[src/rtl/w_tile_addr_gen_pkg.sv]
// -----------------------------------------------------------------------------
// w_tile_addr_gen_pkg
// Shared definitions for the weight tile address generator:
//   - default lane count (S2P) and its log2
//   - walk FSM state encoding
//   - lane_mask(): "count minus one" -> thermometer lane mask
// Optional feature macro used by the top: W_TILE_ADDR_GEN_PERF_EN.
// -----------------------------------------------------------------------------
package w_tile_addr_gen_pkg;

  localparam int S2P_DEF      = 8;
  localparam int S2P_LOG2_DEF = $clog2(S2P_DEF);

  // Widest lane mask lane_mask() can build; callers cast down to S2P bits.
  localparam int MASK_MAX_W   = 64;

  typedef enum logic [1:0] {
    ST_IDLE = 2'd0,
    ST_RUN  = 2'd1,
    ST_DONE = 2'd2
  } state_t;

  // Lane mask for a tile edge. When is_edge is clear, or cnt_m1 >= width-1,
  // all width lanes are valid; otherwise only the low cnt_m1+1 lanes are.
  function automatic logic [MASK_MAX_W-1:0] lane_mask(
    input logic                  is_edge,
    input logic [MASK_MAX_W-1:0] cnt_m1,
    input int                    width
  );
    logic [MASK_MAX_W-1:0] m;
    m = '0;
    for (int i = 0; i < MASK_MAX_W; i++) begin
      if ((i < width) &&
          (!is_edge || (cnt_m1 >= MASK_MAX_W'(width - 1)) || (MASK_MAX_W'(i) <= cnt_m1))) begin
        m[i] = 1'b1;
      end else begin
        m[i] = 1'b0;
      end
    end
    return m;
  endfunction

endpackage

[src/rtl/w_tile_addr_ctr.sv]
// -----------------------------------------------------------------------------
// w_tile_addr_ctr
// Nested row-block / column-block counters plus the tile address accumulator.
// Column block is the inner loop. Row stride is S2P*iww, built with a shift.
// Ports:
//   clk, rst        clock, synchronous active-high reset
//   clear           return to tile (0,0), address 0
//   step            advance to the next tile
//   bcn             column-block count minus 1 (captured copy)
//   iww             words per kernel row (captured copy)
//   nxt_row_blk     row block of the tile after the current one
//   nxt_col_blk     column block of the tile after the current one
//   nxt_addr        base address of the tile after the current one
// -----------------------------------------------------------------------------
module w_tile_addr_ctr
  import w_tile_addr_gen_pkg::*;
#(
  parameter int S2P    = S2P_DEF,
  parameter int ADDR_W = 16,
  parameter int IWW_W  = 16,
  parameter int BCN_W  = 16,
  parameter int BRN_W  = 8
) (
  input  logic              clk,
  input  logic              rst,
  input  logic              clear,
  input  logic              step,
  input  logic [BCN_W-1:0]  bcn,
  input  logic [IWW_W-1:0]  iww,
  output logic [BRN_W-1:0]  nxt_row_blk,
  output logic [BCN_W-1:0]  nxt_col_blk,
  output logic [ADDR_W-1:0] nxt_addr
);

  localparam int LOG2 = $clog2(S2P);
  localparam int SW   = IWW_W + LOG2;

  logic [BRN_W-1:0]  row_blk_r;
  logic [BCN_W-1:0]  col_blk_r;
  logic [ADDR_W-1:0] row_base_r;
  logic [ADDR_W-1:0] addr_r;
  logic [ADDR_W-1:0] nxt_base_s;
  logic [SW-1:0]     stride_full_s;
  logic [ADDR_W-1:0] stride_s;

  // S2P*iww as a left shift, then wrapped into the address space.
  assign stride_full_s = {iww, {LOG2{1'b0}}};
  assign stride_s      = ADDR_W'(stride_full_s);

  // Next tile position: step the column, or wrap to the next row's base.
  always_comb begin
    nxt_row_blk = row_blk_r;
    nxt_col_blk = col_blk_r;
    nxt_base_s  = row_base_r;
    nxt_addr    = addr_r;
    if (col_blk_r < bcn) begin
      nxt_col_blk = col_blk_r + BCN_W'(1);
      nxt_addr    = addr_r + ADDR_W'(S2P);
    end else begin
      nxt_col_blk = '0;
      nxt_row_blk = row_blk_r + BRN_W'(1);
      nxt_base_s  = row_base_r + stride_s;
      nxt_addr    = row_base_r + stride_s;
    end
  end

  // Counter and accumulator state.
  always_ff @(posedge clk) begin
    if (rst || clear) begin
      row_blk_r  <= '0;
      col_blk_r  <= '0;
      row_base_r <= '0;
      addr_r     <= '0;
    end else if (step) begin
      row_blk_r  <= nxt_row_blk;
      col_blk_r  <= nxt_col_blk;
      row_base_r <= nxt_base_s;
      addr_r     <= nxt_addr;
    end else begin
      row_blk_r  <= row_blk_r;
      col_blk_r  <= col_blk_r;
      row_base_r <= row_base_r;
      addr_r     <= addr_r;
    end
  end

endmodule

[src/rtl/w_tile_addr_gen.sv]
// -----------------------------------------------------------------------------
// w_tile_addr_gen
// Walks the weight matrix (kernel_nums rows x K*K*C columns) in S2P x S2P
// tiles after a rising edge of i_enable, emitting one registered tile
// descriptor per valid/ready handshake, row block outer, column block inner.
// Ports:
//   clk, rst            clock, synchronous active-high reset
//   i_enable            rising edge launches a walk; low aborts a walk
//   i_bcn/i_brn/i_iww   column blocks-1, row blocks, words per kernel row
//   i_knr/i_iwwr        last row / column block lane count minus 1
//   o_valid/i_ready     descriptor handshake
//   o_addr              tile base address in weight SRAM
//   o_row_mask          valid kernel lanes, o_col_mask valid element lanes
//   o_last              final tile of the walk
//   o_done              one-cycle pulse after the final tile is accepted
//   o_stall_cnt         (W_TILE_ADDR_GEN_PERF_EN) RUN cycles stalled by i_ready
//   o_tile_cnt          (W_TILE_ADDR_GEN_PERF_EN) accepted tiles
// Optional feature macro: W_TILE_ADDR_GEN_PERF_EN.
// -----------------------------------------------------------------------------
module w_tile_addr_gen
  import w_tile_addr_gen_pkg::*;
#(
  parameter int S2P    = S2P_DEF,
  parameter int ADDR_W = 16,
  parameter int IWW_W  = 16,
  parameter int BCN_W  = 16,
  parameter int BRN_W  = 8
) (
  input  logic              clk,
  input  logic              rst,
  input  logic              i_enable,
  input  logic [BCN_W-1:0]  i_bcn,
  input  logic [BRN_W-1:0]  i_brn,
  input  logic [IWW_W-1:0]  i_iww,
  input  logic [S2P-1:0]    i_knr,
  input  logic [S2P-1:0]    i_iwwr,
  output logic              o_valid,
  input  logic              i_ready,
  output logic [ADDR_W-1:0] o_addr,
  output logic [S2P-1:0]    o_row_mask,
  output logic [S2P-1:0]    o_col_mask,
  output logic              o_last,
  output logic              o_done
`ifdef W_TILE_ADDR_GEN_PERF_EN
  ,
  output logic [31:0]       o_stall_cnt,
  output logic [31:0]       o_tile_cnt
`endif
);

  state_t            state_r, state_s;
  logic              en_r, rise_r;
  logic [BCN_W-1:0]  cap_bcn_r;
  logic [BRN_W-1:0]  cap_brn_r;
  logic [IWW_W-1:0]  cap_iww_r;
  logic [S2P-1:0]    cap_knr_r, cap_iwwr_r;

  logic              capture_s, clear_s, step_s, accept_s;
  logic              valid_s, last_s, done_s;
  logic [ADDR_W-1:0] addr_s;
  logic [S2P-1:0]    row_mask_s, col_mask_s;

  logic [BRN_W-1:0]  nxt_row_blk_s;
  logic [BCN_W-1:0]  nxt_col_blk_s;
  logic [ADDR_W-1:0] nxt_addr_s;

  logic              launch_row_edge_s, launch_col_edge_s, launch_last_s;
  logic              step_row_edge_s, step_col_edge_s, step_last_s;
  logic [S2P-1:0]    launch_rm_s, launch_cm_s, step_rm_s, step_cm_s;

  w_tile_addr_ctr #(
    .S2P    (S2P),
    .ADDR_W (ADDR_W),
    .IWW_W  (IWW_W),
    .BCN_W  (BCN_W),
    .BRN_W  (BRN_W)
  ) u_ctr (
    .clk         (clk),
    .rst         (rst),
    .clear       (clear_s),
    .step        (step_s),
    .bcn         (cap_bcn_r),
    .iww         (cap_iww_r),
    .nxt_row_blk (nxt_row_blk_s),
    .nxt_col_blk (nxt_col_blk_s),
    .nxt_addr    (nxt_addr_s)
  );

  // The first descriptor is built from the live inputs in the same cycle they
  // are captured, so the tile appears without an extra cycle of latency.
  assign launch_row_edge_s = (i_brn == BRN_W'(1));
  assign launch_col_edge_s = (i_bcn == BCN_W'(0));
  assign launch_last_s     = launch_row_edge_s && launch_col_edge_s;
  assign launch_rm_s       = S2P'(lane_mask(launch_row_edge_s, MASK_MAX_W'(i_knr), S2P));
  assign launch_cm_s       = S2P'(lane_mask(launch_col_edge_s, MASK_MAX_W'(i_iwwr), S2P));

  // Later descriptors come from the counter's look-ahead and captured params.
  assign step_row_edge_s   = (nxt_row_blk_s == cap_brn_r - BRN_W'(1));
  assign step_col_edge_s   = (nxt_col_blk_s == cap_bcn_r);
  assign step_last_s       = step_row_edge_s && step_col_edge_s;
  assign step_rm_s         = S2P'(lane_mask(step_row_edge_s, MASK_MAX_W'(cap_knr_r), S2P));
  assign step_cm_s         = S2P'(lane_mask(step_col_edge_s, MASK_MAX_W'(cap_iwwr_r), S2P));

  // Enable history and its registered rising edge.
  always_ff @(posedge clk) begin
    if (rst) begin
      en_r   <= 1'b0;
      rise_r <= 1'b0;
    end else begin
      en_r   <= i_enable;
      rise_r <= i_enable & ~en_r;
    end
  end

  // Walk parameters, frozen at launch.
  always_ff @(posedge clk) begin
    if (rst) begin
      cap_bcn_r  <= '0;
      cap_brn_r  <= '0;
      cap_iww_r  <= '0;
      cap_knr_r  <= '0;
      cap_iwwr_r <= '0;
    end else if (capture_s) begin
      cap_bcn_r  <= i_bcn;
      cap_brn_r  <= i_brn;
      cap_iww_r  <= i_iww;
      cap_knr_r  <= i_knr;
      cap_iwwr_r <= i_iwwr;
    end else begin
      cap_bcn_r  <= cap_bcn_r;
      cap_brn_r  <= cap_brn_r;
      cap_iww_r  <= cap_iww_r;
      cap_knr_r  <= cap_knr_r;
      cap_iwwr_r <= cap_iwwr_r;
    end
  end

  // Next state and next registered descriptor; outputs idle at zero.
  always_comb begin
    state_s    = state_r;
    valid_s    = 1'b0;
    addr_s     = '0;
    row_mask_s = '0;
    col_mask_s = '0;
    last_s     = 1'b0;
    done_s     = 1'b0;
    capture_s  = 1'b0;
    clear_s    = 1'b0;
    step_s     = 1'b0;
    accept_s   = 1'b0;
    case (state_r)
      ST_IDLE: begin
        if (rise_r) begin
          capture_s = 1'b1;
          clear_s   = 1'b1;
          if (i_brn == BRN_W'(0)) begin
            state_s = ST_DONE;
            done_s  = 1'b1;
          end else begin
            state_s    = ST_RUN;
            valid_s    = 1'b1;
            row_mask_s = launch_rm_s;
            col_mask_s = launch_cm_s;
            last_s     = launch_last_s;
          end
        end else begin
          state_s = ST_IDLE;
        end
      end
      ST_RUN: begin
        if (!i_enable) begin
          state_s = ST_IDLE;
        end else if (o_valid && i_ready) begin
          accept_s = 1'b1;
          if (o_last) begin
            state_s = ST_DONE;
            done_s  = 1'b1;
          end else begin
            step_s     = 1'b1;
            valid_s    = 1'b1;
            addr_s     = nxt_addr_s;
            row_mask_s = step_rm_s;
            col_mask_s = step_cm_s;
            last_s     = step_last_s;
          end
        end else begin
          valid_s    = o_valid;
          addr_s     = o_addr;
          row_mask_s = o_row_mask;
          col_mask_s = o_col_mask;
          last_s     = o_last;
        end
      end
      ST_DONE: begin
        state_s = ST_IDLE;
      end
      default: begin
        state_s = ST_IDLE;
      end
    endcase
  end

  // State register and registered descriptor outputs.
  always_ff @(posedge clk) begin
    if (rst) begin
      state_r    <= ST_IDLE;
      o_valid    <= 1'b0;
      o_addr     <= '0;
      o_row_mask <= '0;
      o_col_mask <= '0;
      o_last     <= 1'b0;
      o_done     <= 1'b0;
    end else begin
      state_r    <= state_s;
      o_valid    <= valid_s;
      o_addr     <= addr_s;
      o_row_mask <= row_mask_s;
      o_col_mask <= col_mask_s;
      o_last     <= last_s;
      o_done     <= done_s;
    end
  end

`ifdef W_TILE_ADDR_GEN_PERF_EN
  // Saturating stall and accepted-tile counters, cleared at each launch.
  always_ff @(posedge clk) begin
    if (rst || capture_s) begin
      o_stall_cnt <= 32'd0;
      o_tile_cnt  <= 32'd0;
    end else begin
      if ((state_r == ST_RUN) && o_valid && !i_ready && (o_stall_cnt != 32'hFFFF_FFFF)) begin
        o_stall_cnt <= o_stall_cnt + 32'd1;
      end else begin
        o_stall_cnt <= o_stall_cnt;
      end
      if (accept_s && (o_tile_cnt != 32'hFFFF_FFFF)) begin
        o_tile_cnt <= o_tile_cnt + 32'd1;
      end else begin
        o_tile_cnt <= o_tile_cnt;
      end
    end
  end
`endif

endmodule

[config.mk]
export PLATFORM = sky130hd
export DESIGN_NAME = w_tile_addr_gen
export DESIGN_NICKNAME = d
export VERILOG_FILES = /design/src/rtl/w_tile_addr_gen_pkg.sv /design/src/rtl/w_tile_addr_ctr.sv /design/src/rtl/w_tile_addr_gen.sv
export SDC_FILE = /design/constraint.sdc
export NUM_CORES = 1
export LEC_CHECK = 0
export ABC_AREA = 0
export CAP_MARGIN = 20
export CORE_MARGIN = 2
export CORE_UTILIZATION = 50
export DETAILED_ROUTE_END_ITERATION = 7
export PLACE_DENSITY_LB_ADDON = 0.08
export SYNTH_ARGS = -nofsm -noshare
export SYNTH_HDL_FRONTEND = slang
export SYNTH_HIERARCHICAL = 1
export SYNTH_SLANG_ARGS = --single-unit
[constraint.sdc]
create_clock -name clk -period 3.5 [get_ports clk]
set_clock_uncertainty 0.15 [all_clocks]
set_input_delay 0.875 -clock clk [delete_from_list [all_inputs] [get_ports clk]]
set_output_delay 0.875 -clock clk [all_outputs]
set_load 0.05 [all_outputs]
[After elaboration in Yosys (flattened, before gate mapping)]
Index checks and enable logic that the tools add are counted.
Cells by class
  bitwise gates (word level): 5
  add/subtract/negate cells: 5
  multiplexer cells: 73
  eq/ne operators: 6
  magnitude comparators: 33
  reductions and logical operators: 46
Operators by type and width (number)
  3-bit by 8-bit <= comparator with 1-bit output, first input constant: 16
  8-bit two-way mux: 11
  2-bit by 8-bit <= comparator with 1-bit output, first input constant: 8
  1-bit two-way mux: 48
  16-bit two-way mux: 3
  1-bit logical OR: 33
  8-bit by 3-bit >= comparator with 1-bit output, second input constant: 4
  1-bit by 8-bit <= comparator with 1-bit output, first input constant: 4
  8-bit case mux with 2 select lines: 2
  16-bit by 1-bit adder with 16-bit output, second input constant: 1
  16-bit adder: 1
  16-bit by 4-bit adder with 16-bit output, second input constant: 1
  16-bit == test: 1
  16-bit zero test: 1
  16-bit less-than comparator: 1
  2-bit two-way mux: 5
  8-bit by 1-bit adder with 8-bit output, second input constant: 1
  8-bit by 1-bit == test with 1-bit output, second input constant: 1
  8-bit == test: 1
  8-bit zero test: 1
  8-bit by 1-bit subtractor with 8-bit output, second input constant: 1
  3-bit inequality test, second input constant: 2
  1-bit case mux with 2 select lines: 3
  1-bit zero test: 4
  other kinds (8): 14
Storage, ports and cells
  bits of input ports: 60
  register bits after elaboration: 148

[Longest topological paths before layout]
Gate-level depths: netlist (run 1).
  depth after elaboration: 11
  mapped depth: 15
  mapped depth without buffers: 14

[By module]
The synthesis (run 1) kept the hierarchy.
By module, submodules not included
  w_tile_addr_ctr: times used 1, area an instance 4199.0 µm², cells an instance 546
  w_tile_addr_gen: times used 1, area an instance 4154.0 µm², cells an instance 527

[Worst setup path before layout (run 1)]
Ideal clock, no wire load.
  path type: register to register
  start point: register cap_bcn_r[11]
  end point: register o_row_mask[2]
  clock period less this slack: 3.429 ns
  cell stages (with the launch flop): 16
  buffers on the path: 1
  slack: 0.071 ns
  data arrival time: 3.147 ns
  cell sequence: dfxtp_1 inv_1 ha_1 a21oi_1 o21ai_2 o21ai_0 o21ai_2 buf_2 nand2_1 xnor2_1 xnor2_1 or3_4 a2111oi_4 nand4_2 o311ai_2 a21oi_1
On the way
  cells in the longest elaborated chain, start to end: 11
RTL lines
  start: declaration: RTL line w_tile_addr_gen.sv:53  | logic [BCN_W-1:0] cap_bcn_r;
  start signal: assignment: RTL line w_tile_addr_gen.sv:124  | cap_bcn_r <= i_bcn;
  start signal: assignment: RTL line w_tile_addr_gen.sv:130  | cap_bcn_r <= cap_bcn_r;
  16-bit less-than comparator: RTL line w_tile_addr_ctr.sv:56  | if (col_blk_r < bcn) begin
  8-bit two-way mux: RTL line w_tile_addr_ctr.sv:56
  net nxt_row_blk_s[6]: RTL line w_tile_addr_gen.sv:63  | logic [BRN_W-1:0] nxt_row_blk_s;
  8-bit == test: RTL line w_tile_addr_gen.sv:98  | assign step_row_edge_s = (nxt_row_blk_s == cap_brn_r - BRN_W'(1));
  1-bit zero test
  1-bit logical OR
  1-bit logical OR: RTL line w_tile_addr_gen_pkg.sv:34  | (!is_edge || (cnt_m1 >= MASK_MAX_W'(width - 1)) || (MASK_MAX_W'(i) <= cnt_m1))) begin
  1-bit two-way mux: RTL line w_tile_addr_gen_pkg.sv:33  | if ((i < width) &&
  8-bit two-way mux: RTL line w_tile_addr_gen.sv:175  | if (o_last) begin
  8-bit two-way mux: RTL line w_tile_addr_gen.sv:173  | end else if (o_valid && i_ready) begin
  8-bit two-way mux: RTL line w_tile_addr_gen.sv:171  | if (!i_enable) begin
  8-bit case mux with 2 select lines: RTL line w_tile_addr_gen.sv:151  | case (state_r)
  end signal: assignment: RTL line w_tile_addr_gen.sv:217  | o_row_mask <= row_mask_s;
  end: declaration: RTL line w_tile_addr_gen.sv:40  | output logic [S2P-1:0] o_row_mask,
The timed path passes the listed nets, and every way through them passes these cells. The select of a mux whose other input is x is not followed.
A chain may end at the register's enable or synchronous reset.

[Worst setup path after layout (run 1)]
  start point: register cap_bcn_r[15]
  end point: register o_row_mask[2]
Same word-level chain as after synthesis.

==> run summary, run 1 <==
Critical Path Fanout Max - 4
Die height - 132 um
Worst Max-Slew Pin Slew - 0.768 ns
Fmax - 0.294 GHz
Cells after Synth - 1,061
Worst hold path depth - 1
Slowest CP cell - a2111oi_4
Syn Area/Cell - 7.78 sq um
Register Area - 2880 sq um
# IOs - 95
Post-DRT Antenna Nets - 0
Final Util - 65.0%
Final number of setup-violating endpoints - 0
Vias per cell - 5.76
Final HPWL DP - 16.0 mm
Status - finished, final reports clean
Worst reg2reg path depth - 14
Multi-input logic area - 5180 sq um
Die area - 17,600 sq um
H-tree depth - 4
Crit-path cells - inv_1 -> ha_4 -> and4_1 -> o21ai_2 -> buf_6 -> o21ai_4 -> nand2_2 -> xnor2_2 -> xnor2_1 -> or3_4 -> a2111oi_4 -> nand4_4 -> o311ai_4 -> a21oi_1
Worst-path clk slew - 0.06 ns
Endpoint, Worst Hold - rise_r
Final wirelength - 22.9 mm
CTS Buf Count - 17
Antenna violations before repair - 0
Avg WL per Cell - 16.3 um
Leak - 3.75 nW
Post-Layout Cell Count - 1,399
# placed instances - 1,363
Grt total ovfl - 0
Vias in the first global route - 7,558
Area of the core - 16,000 sq um
R2r setup slk - 0.1 ns
Final worst slack - 0.0975 ns
Max clock buf depth - 2
1st-pass router iterations - 5
DIE WIDTH - 132 um
Port buffer count - 91
Final nets - 1,262
Fillcell total - 1,446
Critical path data arrival time - 3.53 ns
Yosys warnings - 6
Fin crit share - 97.2%
VDD IR-drop max - 0.000353 V
GPL Wtd Cong - 0.905
Starting DRT DRC Count - 594
Crit path time final - 3.40 ns
Hold Crit Class - register to register
DRC Markers - 0
RSZ-0062 raised after global routing - yes
MaxCap Viol Count - 0
Slew margin rel. - 48.3%
Slew Limit Fails - 0
Largest net degree at the start of global routing - 62
Worst R2R End - o_row_mask[2]
Power per cell area - 392 nW/um^2
CP Launch Type - register
Initial core utilization - 51.6%
CTS Sinks - 143
First-pass GRT wire length - 37.4 mm
CTS tree - done
Hold-fix buffers, CTS - 0
ANT cells - 0
Place WS - -0.0360 ns
FF-to-FF Start - cap_bcn_r[15]
Crit-path max cell delay - 0.45 ns
Finished Cell Area - 10,400 sq um
# rows - 46
Total track usage - 26.1%
Min-delay src - en_r
Fin. Hold Viols - 0
Mapped Nets - 1,153
Root buf cell - clkbuf_16
Worst-Skew Late Latency - 0.43 ns
Post-Syn Area - 8260 sq um
Crit path capture type - register
WHS - 0.234 ns
Vias - 8,052
Share of cells above drive strength 1 - 14.5%
P&R area growth vs syn - 26.0%
WS Path Type - register to register
Crit path required time - 3.63 ns
Dpl cell area - 9600 sq um
-- how the worst max path moves through the flow --
stage                        from             to  slack [ns]
floorplan           cap_bcn_r[11]  o_row_mask[2]        0.07
global placement    cap_bcn_r[13]  o_row_mask[2]       -0.02
detailed placement  cap_bcn_r[13]  o_row_mask[2]       -0.04
CTS                 cap_bcn_r[13]  o_row_mask[2]       0.002
global route        cap_bcn_r[11]  o_row_mask[2]       -0.07
finish              cap_bcn_r[15]  o_row_mask[2]         0.1
-- metal layers --
layer	part of all wire, %	GRT usage (%)
met3	4.9	4.29
met1	45	35.1
met5	0	0
met4	1.9	8.90
met2	48	42.7
-- worst max-delay path, delay by kind of cell, from the launching register on --
| kind | cells | cell delay [ns] |
|---|---|---|
| XOR/XNOR | 2 | 0.28 |
| AND/OR/NAND/NOR | 4 | 0.88 |
| AO/OA/AOI/OAI | 5 | 1.11 |
| adder cells (fa/ha/maj) | 1 | 0.26 |
| flip-flops | 1 | 0.36 |
| buffers and inverters | 2 | 0.20 |
-- final cells by class --
class / count / area share [%]
Clock inverter: 13 / 1.01
Sequential cell: 143 / 27.7
Clock buffer: 19 / 4.36
Inverter: 34 / 1.23
Tap cell: 216 / 2.60
Multi-Input combinational cell: 821 / 49.8
Timing Repair Buffer: 153 / 13.3
-- where the power goes --
group | switching [W] | internal, W
Clock | 0.000766 | 0.000956
Combinational | 0.000399 | 0.000259
Sequential | 0.0000330 | 0.00167
Total | 0.00120 | 0.00288
-- cells in the final DEF (no fill, tap or decap), drive strengths merged, types with 7 or more instances in the layout --
| master | count |
|---|---|
| nand2 | 171 |
| dfxtp | 143 |
| a21oi | 128 |
| clkdlybuf4s50 | 90 |
| nor2 | 77 |
| o21ai | 65 |
| buf | 63 |
| xnor2 | 57 |
| inv | 37 |
| ha | 31 |
| nor3b | 30 |
| nand3 | 25 |
| nor3 | 24 |
| a32o | 23 |
| and3 | 20 |
| clkbuf | 19 |
| a31oi | 15 |
| a21o | 14 |
| nor4 | 12 |
| a211oi | 11 |
| nor2b | 10 |
| o21a | 9 |
| nand4 | 9 |
| and2 | 7 |
-- per-stage QoR --
step / power (W) / setup TNS (ns)
2_1_floorplan: 0.00213 / 0
3_3_place_gp: 0.00236 / -0.0324
3_5_place_dp: 0.00236 / -0.0621
4_1_cts: 0.00409 / 0
5_1_grt: 0.00424 / -0.255
6_report: 0.00408 / 0
-- sequential cells by signal, indices dropped and copies added, names as in the netlist --
| signal | cells |
|---|---|
| cap_bcn_r | 16 |
| o_addr | 16 |
| u_ctr/addr_r | 16 |
| u_ctr/col_blk_r | 16 |
| cap_iww_r | 13 |
| u_ctr/row_base_r | 13 |
| cap_brn_r | 8 |
| cap_iwwr_r | 8 |
| cap_knr_r | 8 |
| u_ctr/row_blk_r | 8 |
| o_col_mask | 7 |
| o_row_mask | 7 |
| state_r | 2 |
| en_r | 1 |
| o_done | 1 |
| o_last | 1 |
| o_valid | 1 |
| rise_r | 1 |
-- what timing repair did --
item	4_1_cts	5_1_grt
gates cloned	0	0
setup endpoints to repair	2	14
gates resized for setup	4	52
buffers inserted	0	4
pin swaps	2	20
(Power assumes the default switching activity.)
==> run 2, diff against run 1 <==
- clock period: 3.5 -> 2.84 ns (I/O delays scaled with it)
==> run 2 against run 1 <==
Effect of this change:
- the flow now finishes with violations (setup timing)
- clock power rose by 37%
- total power rose by 34%
- sequential share of layout area fell by 2.2 points
- combinational power rose by 53%
- first-iteration DRC count fell by 4.0%
- global-route usage rose by 0.35 points
- non-clock buffer count rose by 48
- core utilization rose by 5.5 points
- critical path depth did not move
- routed wire length rose by 4.6%
- sequential power rose by 24%
- register-to-register slack got worse by 0.68 ns
- critical path type unchanged
- critical endpoint is now o_row_mask[1]
- highest routed layer unchanged
==> run summary, run 2 (synthesis gave the netlist of run 1 again) <==
Initial core utilization - 51.6%
Final Power - 0.00547 W
Vias in the first global route - 7,738
Crit path capture type - register
Final number of setup-violating endpoints - 15
Largest net degree at the start of global routing - 72
Crit-path cells - inv_2 -> ha_4 -> a21oi_4 -> o21ai_4 -> a211oi_4 -> o21ai_4 -> nand2_4 -> xnor2_2 -> xnor2_1 -> or3_4 -> a2111oi_4 -> nand4_2 -> o311ai_2 -> a21oi_1
Slowest CP cell - a2111oi_4
Critical path's most frequent cell - o21ai_4
Stages on the worst setup path - 14
WS Path Type - register to register
Dpl cell area - 10,000 sq um
Final wirelength - 23.9 mm
Commonest non-fill, non-tap cell in the layout - nand2_1
Hold-fix buffers, CTS - 0
RSZ-0062 raised after global routing - yes
Vias per cell - 5.78
Critical path buffers and inverters - 1
Worst-path clk slew - 0.06 ns
Final worst slack - -0.583 ns
Area of the core - 16,000 sq um
Antenna violations before repair - 0
Slew Limit Fails - 0
DIE WIDTH - 132 um
Fin. Hold Viols - 0
# IOs - 95
Die height - 132 um
Crit path required time - 2.96 ns
Cell family with most CP delay - compound AO/OA/AOI/OAI gates
Port buffer count - 91
CP Launch Type - register
Place WS - -0.507 ns
Most frequent cells in the layout - 166 x nand2_1, 128 x dfxtp_1, 123 x a21oi_1, 99 x buf_4, 89 x clkdlybuf4s50_1
CTS Sinks - 143
First-pass GRT wire length - 38.0 mm
GPL Wtd Cong - 0.863
Fmax - 0.292 GHz
Final HPWL DP - 16.4 mm
Slew margin rel. - 51.5%
Vias - 8,358
Leak - 4.09 nW
P&R area growth vs syn - 36.7%
Total track usage - 26.4%
Worst R2R End - o_row_mask[1]
Power per cell area - 485 nW/um^2
Crit-path max cell delay - 0.39 ns
Die area - 17,600 sq um
Min-delay src - en_r
Fillcell total - 1,347
Max clock buf depth - 2
CTS Buf Count - 17
Post-DRT Antenna Nets - 0
Worst hold path depth - 1
Starting DRT DRC Count - 570
Endpoint, Worst Hold - rise_r
ANT cells - 0
DRC Markers - 0
Critical path data arrival time - 3.55 ns
Failing checks - setup timing
Status - finished, violations left
Worst-Skew Late Latency - 0.42 ns
Share of cells above drive strength 1 - 22.4%
Grt total ovfl - 0
Fin crit share - 121%
FF-to-FF Start - cap_bcn_r[9]
# rows - 46
Finished Cell Area - 11,300 sq um
Critical Path Fanout Max - 6
Avg WL per Cell - 16.5 um
Root buf cell - clkbuf_16
R2r setup slk - -0.58 ns
VDD IR-drop max - 0.000460 V
Crit path time final - 3.42 ns
H-tree depth - 4
Final nets - 1,310
Worst reg2reg path depth - 14
Setup Total Neg Slack - -7.34 ns
Hold Crit Class - register to register
CTS tree - done
1st-pass router iterations - 5
MaxCap Viol Count - 0
Worst Max-Slew Pin Slew - 0.727 ns
## run 2: cell types whose count changed in the layout (fill, tap and decap cells not counted), moves of 5 or more
cell     previous run  this run
buf_4              59        99
nor2_1             74        58
nor2_4              1        14
xnor2_1            56        45
xnor2_2             1        12
o21ai_0            57        51
buf_6               3         8
ha_1               24        19
## run 2: layout make-up
type                    count  area [sq um]  area share, %
flip-flops and latches    143          2880           25.5
well taps                 216           270           2.39
multi-input cells         821          5570           49.4
clock inverters            14           193           1.71
inverters                  34           128           1.13
repair buffers            201          1810           16.1
clock buffers              17           425           3.77
## run 2: metrics by stage
stage / utilization, % / hold slack (ns) / std cells
floorplan: - / 0.217 / 1061
global placement: 62.7 / 0.221 / 1408
detailed placement: 62.7 / 0.237 / 1408
CTS: 68.3 / 0.249 / 1443
global route: 70.5 / 0.255 / 1446
finish: 70.5 / 0.248 / 1446
## run 2: worst max path at each step
stage,end,slack [ns],from
CTS,o_col_mask[1],-0.47,cap_bcn_r[7]
finish,o_row_mask[1],-0.58,cap_bcn_r[9]
global placement,o_row_mask[1],-0.41,cap_bcn_r[11]
detailed placement,o_col_mask[1],-0.51,cap_bcn_r[9]
global route,o_row_mask[1],-0.71,cap_bcn_r[6]
floorplan,o_row_mask[1],-0.29,cap_bcn_r[5]
## run 2: where the power goes
part | total (W) | internal, W | switching [W]
logic | 0.00101 | 0.000431 | 0.000576
clock network | 0.00236 | 0.00147 | 0.000899
registers | 0.00210 | 0.00206 | 0.0000392
## run 2: timing repair
| action | 4_1_cts | 5_1_grt |
|---|---|---|
| gates cloned | 2 | 1 |
| setup buffers | 2 | 6 |
| gates resized for setup | 49 | 83 |
| pin swaps | 19 | 42 |
| setup endpoints to repair | 37 | 53 |
## run 2: layer usage
| metal | GRT usage [%] | vias to the layer above | wire length (um) |
|---|---|---|---|
| li1 | - | 4088 | - |
| met4 | 7.05 | 0 | 432 |
| met1 | 34.5 | 4010 | 10600 |
| met3 | 5.17 | 38 | 1270 |
| met2 | 44.8 | 222 | 11600 |
| met5 | 0 | - | 0 |
